File: config.mk
export PLATFORM = sky130hd
export DESIGN_NAME = memory_access
export DESIGN_NICKNAME = d
export VERILOG_FILES = /design/src/rtl/memory_access.sv
export SDC_FILE = /design/constraint.sdc
export NUM_CORES = 1
export LEC_CHECK = 0
export CAP_MARGIN = 0
export CELL_PAD_IN_SITES_DETAIL_PLACEMENT = 0
export CELL_PAD_IN_SITES_GLOBAL_PLACEMENT = 1
export CORE_AREA = 2 2 241 243
export CTS_BUF_LIST = sky130_fd_sc_hd__clkbuf_4
export DETAILED_ROUTE_END_ITERATION = 12
export DIE_AREA = 0 0 243 245
export DONT_BUFFER_PORTS = 1
export GPL_TIMING_DRIVEN = 1
export PLACE_DENSITY_LB_ADDON = 0.1
export SETUP_SLACK_MARGIN = 0.02
export SYNTH_ARGS = -nofsm -noshare
export SYNTH_HDL_FRONTEND = slang
export SYNTH_SLANG_ARGS = --single-unit
export TNS_END_PERCENT = 100
File: constraint.sdc
create_clock -name clk -period 7.2 [get_ports clk]
set_clock_uncertainty 0.15 [all_clocks]
set_input_delay 0.72 -clock clk [delete_from_list [all_inputs] [get_ports clk]]
set_output_delay 0.72 -clock clk [all_outputs]
set_load 0.02 [all_outputs]
File: src/rtl/memory_access.sv
// Memory stage: issues data-bus loads/stores and aligns load data toward writeback.
// Latency: zero added cycles for a same-cycle data_ok; otherwise the access waits in WAIT until data_ok arrives.
// Backpressure: stallM freezes upstream while the access is pending; a response that arrives under freeze is parked in HOLD.
// Optional feature: define MEM_MISALIGN_CHECK_EN to flag non-size-aligned accesses on excM instead of issuing them.

package memory_access_pkg;
  typedef struct packed {
    logic       memread;
    logic       memwrite;
    logic [2:0] funct3;
  } ctl_t;

  typedef struct packed {
    logic [63:0] pc;
    logic [31:0] instr;
    ctl_t        ctl;
    logic [4:0]  dst;
    logic [63:0] result;
    logic [63:0] rs2;
  } execute_data_t;

  typedef struct packed {
    logic [63:0] pc;
    logic [31:0] instr;
    ctl_t        ctl;
    logic [4:0]  dst;
    logic [63:0] result;
  } memory_data_t;

  typedef struct packed {
    logic        valid;
    logic [63:0] addr;
    logic [1:0]  size;
    logic [7:0]  strobe;
    logic [63:0] data;
  } dbus_req_t;

  typedef struct packed {
    logic        addr_ok;
    logic        data_ok;
    logic [63:0] data;
  } dbus_resp_t;
endpackage

module memory_access
  import memory_access_pkg::*;
(
  input  logic          clk,
  input  logic          reset,
  input  execute_data_t dataE,
  input  logic          validE,
  input  logic          freeze,
  output dbus_req_t     dreq,
  input  dbus_resp_t    dresp,
  output memory_data_t  dataM,
  output logic          stallM,
  output logic          excM
);

  typedef enum logic [1:0] {IDLE, WAIT, HOLD} state_t;

  state_t      state_q;
  logic [63:0] buf_q;

  logic        is_mem;
  logic        mis;
  logic        access;
  logic [5:0]  sh;
  logic [7:0]  base_strobe;
  logic [63:0] raw;
  logic [63:0] shifted;
  logic [63:0] load_val;
  logic        unused_addr_ok;

  assign unused_addr_ok = dresp.addr_ok;

  assign is_mem = validE & (dataE.ctl.memread | dataE.ctl.memwrite);
  assign sh     = {dataE.result[2:0], 3'b000};

`ifdef MEM_MISALIGN_CHECK_EN
  logic misaligned;

  // Address must be a multiple of the access size.
  always_comb begin
    misaligned = 1'b0;
    case (dataE.ctl.funct3[1:0])
      2'd1:    misaligned = dataE.result[0];
      2'd2:    misaligned = |dataE.result[1:0];
      2'd3:    misaligned = |dataE.result[2:0];
      default: misaligned = 1'b0;
    endcase
  end

  assign mis = is_mem & misaligned;
`else
  assign mis = 1'b0;
`endif

  assign access = is_mem & ~mis;
  assign excM   = mis & reset;

  // Access FSM plus response buffer; a late data_ok in IDLE without a live access is ignored.
  always_ff @(posedge clk or negedge reset) begin
    if (!reset) begin
      state_q <= IDLE;
      buf_q   <= '0;
    end else begin
      case (state_q)
        IDLE, WAIT: begin
          if (access) begin
            if (dresp.data_ok) begin
              if (freeze) begin
                state_q <= HOLD;
                buf_q   <= dresp.data;
              end else begin
                state_q <= IDLE;
              end
            end else begin
              state_q <= WAIT;
            end
          end else begin
            state_q <= IDLE;
          end
        end
        HOLD: begin
          if (!freeze) state_q <= IDLE;
        end
        default: state_q <= IDLE;
      endcase
    end
  end

  // Bus request; fields derive from the frozen execute register so they stay stable in WAIT.
  always_comb begin
    case (dataE.ctl.funct3[1:0])
      2'd0:    base_strobe = 8'h01;
      2'd1:    base_strobe = 8'h03;
      2'd2:    base_strobe = 8'h0F;
      default: base_strobe = 8'hFF;
    endcase
    dreq        = '0;
    dreq.valid  = access & (state_q != HOLD) & reset;
    dreq.addr   = dataE.result;
    dreq.size   = dataE.ctl.funct3[1:0];
    dreq.strobe = dataE.ctl.memwrite ? (base_strobe << dataE.result[2:0]) : 8'h00;
    dreq.data   = dataE.ctl.memwrite ? (dataE.rs2 << sh) : 64'd0;
  end

  assign stallM = access & reset & ~dresp.data_ok & (state_q != HOLD);

  // Load alignment and extension; HOLD replays the buffered response.
  always_comb begin
    raw     = (state_q == HOLD) ? buf_q : dresp.data;
    shifted = raw >> sh;
    case (dataE.ctl.funct3)
      3'b000:  load_val = {{56{shifted[7]}},  shifted[7:0]};
      3'b001:  load_val = {{48{shifted[15]}}, shifted[15:0]};
      3'b010:  load_val = {{32{shifted[31]}}, shifted[31:0]};
      3'b100:  load_val = {56'd0, shifted[7:0]};
      3'b101:  load_val = {48'd0, shifted[15:0]};
      3'b110:  load_val = {32'd0, shifted[31:0]};
      default: load_val = shifted;
    endcase
  end

  // Result toward writeback: loaded value for live loads, address/ALU result otherwise.
  always_comb begin
    dataM.pc     = dataE.pc;
    dataM.instr  = dataE.instr;
    dataM.ctl    = dataE.ctl;
    dataM.dst    = dataE.dst;
    dataM.result = (access & dataE.ctl.memread) ? load_val : dataE.result;
  end

endmodule
# Word level (Yosys, flattened, before mapping)
# Index checks and enable logic that the tools add are counted.
# word_totals
regBits,66
out_inout_bits,311
# classes
n_eq_ne,11
shift,3
mux,11
n_bitwise,9
reduce_logical,5
# op_table
operator,count
64-bit one-hot mux with 6 select lines,1
64-bit two-way mux,3
64-bit by 6-bit left shift with 64-bit output,1
64-bit by 6-bit >> shifter with 64-bit output,1
8-bit one-hot mux with 3 select lines,1
3-bit equality test (second input constant),3
2-bit two-way mux,4
8-bit two-way mux,1
8-bit by 3-bit left shift with 8-bit output,1
1-bit AND,7
2-bit by 1-bit equality test with 1-bit output (second input constant),2
2-bit equality test (second input constant),2
2-bit zero test,2
2-bit != test (second input constant),2
2-bit one-hot mux with 2 select lines,1
4-bit AND reduction,1
3-bit by 1-bit equality test with 1-bit output (second input constant),1
3-bit by 2-bit equality test with 1-bit output (second input constant),1
3-bit zero test,1
2-bit OR reduction,1
1-bit NOT,1
1-bit OR,1

# Depth between registers and ports, before layout
# logic_depth
ltp_word,5
depth_mapped,10

# Worst setup path after synthesis
# No wires, ideal clock.
# synth_timing
path_type,input to output
startpoint,input dataE[64] (netlist name)
endpoint,output dreq[71] (netlist name)
arrival_time_ns,2.490
required_ns,6.330
slack_ns,3.840
cell_stages,10
n_path_buf,6
cell_sequence,buf_6 -> buf_6 -> buf_2 -> buf_2 -> buf_2 -> buf_2 -> nor2_1 -> nor2_1 -> nor2_1 -> nor3b_1
# synth_rtl
element,line_no,text
from (decl),50,"input execute_data_t dataE,"
to (decl),53,"output dbus_req_t dreq,"

==> impl_metrics.ini <==
[setup_path]
path_delay_family = simple AND/OR/NAND/NOR gates
critical_path_class = flop to primary output
cp-end-kind = primary output
cp_slowest_cell = nor4_1
cp_num_buf_inv = 1
cp-start-kind = flop
cp_max_fo = 21
cp_data_required_time_ns = 6.33
cpPeakStageDelay_ns = 0.84
worstPathCellList = and2b_2, buf_4, a2111oi_0, nor4_1, a22oi_2, and2_1, o221ai_1
arrival_ns = 4.04

[layout]
syn2layout_area_growth_pct = -5.725
fill_cells = 6580
layout-drive-gt1-share_pct = 22.21
nets = 1126

[global_route]
grt_max_degree = 148
grt_pass1_wl_um = 70030
grt_pass1_vias = 7629
grt_remaining_overflow = 0
track_usage_pct = 16.93
antenna_found_initial = 8

[timing]
setup_ws_ns = 2.288
worst_pin_slew_ns = 1.241
timing.slew.headroom_pct = 17.06
fin_crit_ns = 4.912
drv_slew = 0
rsz0062_at_grt = no
setup_viol = 0
fmax_mhz = 203.6
finalCritPeriodShare_pct = 68.22
setup_tns_ns = 0
finalHoldViolations = 0

[logic_synthesis]
synth_edf_count = 0
synth_top_area_share_pct = 17.70
synth.area.top_cells = dfrtp_1 (18%), buf_4 (14%), mux4_2 (12%)
synthFlopType = dfrtp_1
ys_ff_latch = 66
syn_inst = 1055
synth_cell_types = 64
seq_area_frac_synth_pct = 17.70
synth_nets = 1359
synth_top_area_cell = dfrtp_1
syn_area_um2 = 9333
avgSynthCellArea_um2 = 8.846
ys_async_sr_fraction_pct = 100.0
ys_warn_count = 0

[clock_tree]
cts_max_level = 3
post_cts_resize_count = 0
path_clk_slew_ns = 0.13
clk_latency_ns = 0.42
postCtsSetupBuffers = 0
cts-hold-fix-buffers = 1
clock_path_buffers = 2
cts.sink_count = 66
cts_tree = built
numCtsBuffers = 9
root_buffer = clkbuf_4

[min_path]
hold_path_class = primary input to flop

[power]
clockPowerShare_pct = 15.5
ir_drop_v = 0.00007028
p_leak_uw = 0.003231
seq_power_share_pct = 37.6
p_per_area_nw_per_um2 = 156.1
p_sw_uw = 599.3
p_int_uw = 774.1
finalPower_uw = 1373
switching_share_pct = 43.63
comb_power_share_pct = 46.9

[die]
fp.dieW_um = 243
die_area_um2 = 59540
ios = 615
initial_utilization_pct = 16.36
rows = 88
die_height_um = 245
fp.coreArea_um2 = 57030

[place]
portBuffers = 0
place_hpwl_um = 41420
gp_congestion = 0.7966
place_ws_ns = 2.690

[drt]
viasPerCell = 4.700
final_antenna_net_count = 0
avgRoutedWirePerCell_um = 33.31
drtPass1Iterations = 5
drc = 0
vias = 7477
drt-initial-drc-count = 378
wl_um = 52990

[run_status]
outcome = complete, no violations

[flow_run]
cap_violations = 0
## through the flow
stage	util (%)	cells	hold slack (ns)	area, um2
CTS	15.40	1588	0.001551	8783
global route	15.43	1591	0.1693	8798
floorplan	-	1055	0.2744	9333
global placement	15.19	1574	0.2762	8666
detailed placement	15.19	1574	0.2763	8666
finish	15.43	1591	0.1945	8798
## final cells by class
class	instances	area, um2	share of cell area (%)
Clock inverter	4	22.52	0.2560
Sequential cell	66	1652	18.77
Clock buffer	9	67.56	0.7679
Tap cell	765	957.2	10.88
Multi-Input combinational cell	720	5899	67.05
Inverter	4	15.01	0.1706
Timing Repair Buffer	21	180.2	2.048
Antenna cell	2	5.005	0.05688
## power groups by stage
stage | logic (uW) | registers [uW] | clock network (uW)
global placement | 643 | 523 | 0
CTS | 656 | 517 | 226
floorplan | 635 | 506 | 0
detailed placement | 643 | 525 | 0
finish | 645 | 516 | 213
global route | 691 | 531 | 237
## cells in the final DEF, fill, tap and decap left out, types with 7 or more instances in the layout
cell,n
mux2_2,75
a22oi_1,9
o211ai_1,14
and2_1,20
dfrtp_1,66
a211oi_1,10
nand2_1,118
a32oi_1,7
nor2b_1,37
and3_1,12
mux2i_1,90
a21oi_1,33
mux4_2,51
a32o_1,9
nor2_1,62
o22a_1,34
clkbuf_4,9
nand3_1,19
o21ai_0,37
a221o_1,10
buf_4,19
## sequential cells by signal, indices dropped and copies added, names as in the netlist
| signal | cells |
|---|---|
| buf_q | 64 |
| state_q | 2 |
## layer usage
layer	wire, um	share of wire [%]	global-route usage, %
met5	35	0.066	0.2451
met4	1528	2.9	4.998
met3	3562	6.7	4.592
met2	23930	45	26.62
met1	23930	45	22.56
## worst reg2reg max path: cells and delay by family, from the launching register on
family | cells | cell delay (ns)
flops | 1 | 0.45
mux | 1 | 0.43
buf+inv | 1 | 0.78
simple gates | 1 | 0.96
## worst paths after layout
kind	startpoint	endpoint	slack (ns)	cells after the start
max	state_q[1]	dataM[10]	2.29	7
max in group asynchronous	reset	buf_q[22]	5.83	2
min	dresp[64]	state_q[0]	0.19	1
min in group asynchronous	reset	buf_q[53]	0.67	2
max reg2reg	state_q[1]	buf_q[2]	4.28	3
min reg2reg	buf_q[35]	buf_q[35]	0.37	1
## synthesized netlist by cell type, types with 5 or more instances
library cell	n
a211oi_1	10
nor3_1	6
and2_1	21
nor2_1	62
a21oi_1	33
o21ai_0	37
buf_2	21
clkbuf_1	45
buf_6	9
mux4_2	51
a31oi_4	5
buf_1	9
buf_4	179
a22oi_1	9
a21oi_2	5
nand3_1	19
a221o_1	10
dfrtp_1	66
mux2_2	75
o211ai_1	14
o22a_1	34
a32o_1	9
a32oi_1	7
nor2b_1	38
nand2_1	118
mux2i_1	90
and3_1	12
a31oi_1	6
## cell families (layout without fill, tap and decap cells)
family	Yosys count	in the layout	synth area share, %
AOI/OAI and AO/OA	214	214	17.66
muxes	216	216	31.01
DFF	66	66	17.70
and+or+nand+nor	289	289	14.39
buffers and inverters	269	38	19.21
other	1	3	0.04018
Power figures use the tool's default switching activity.
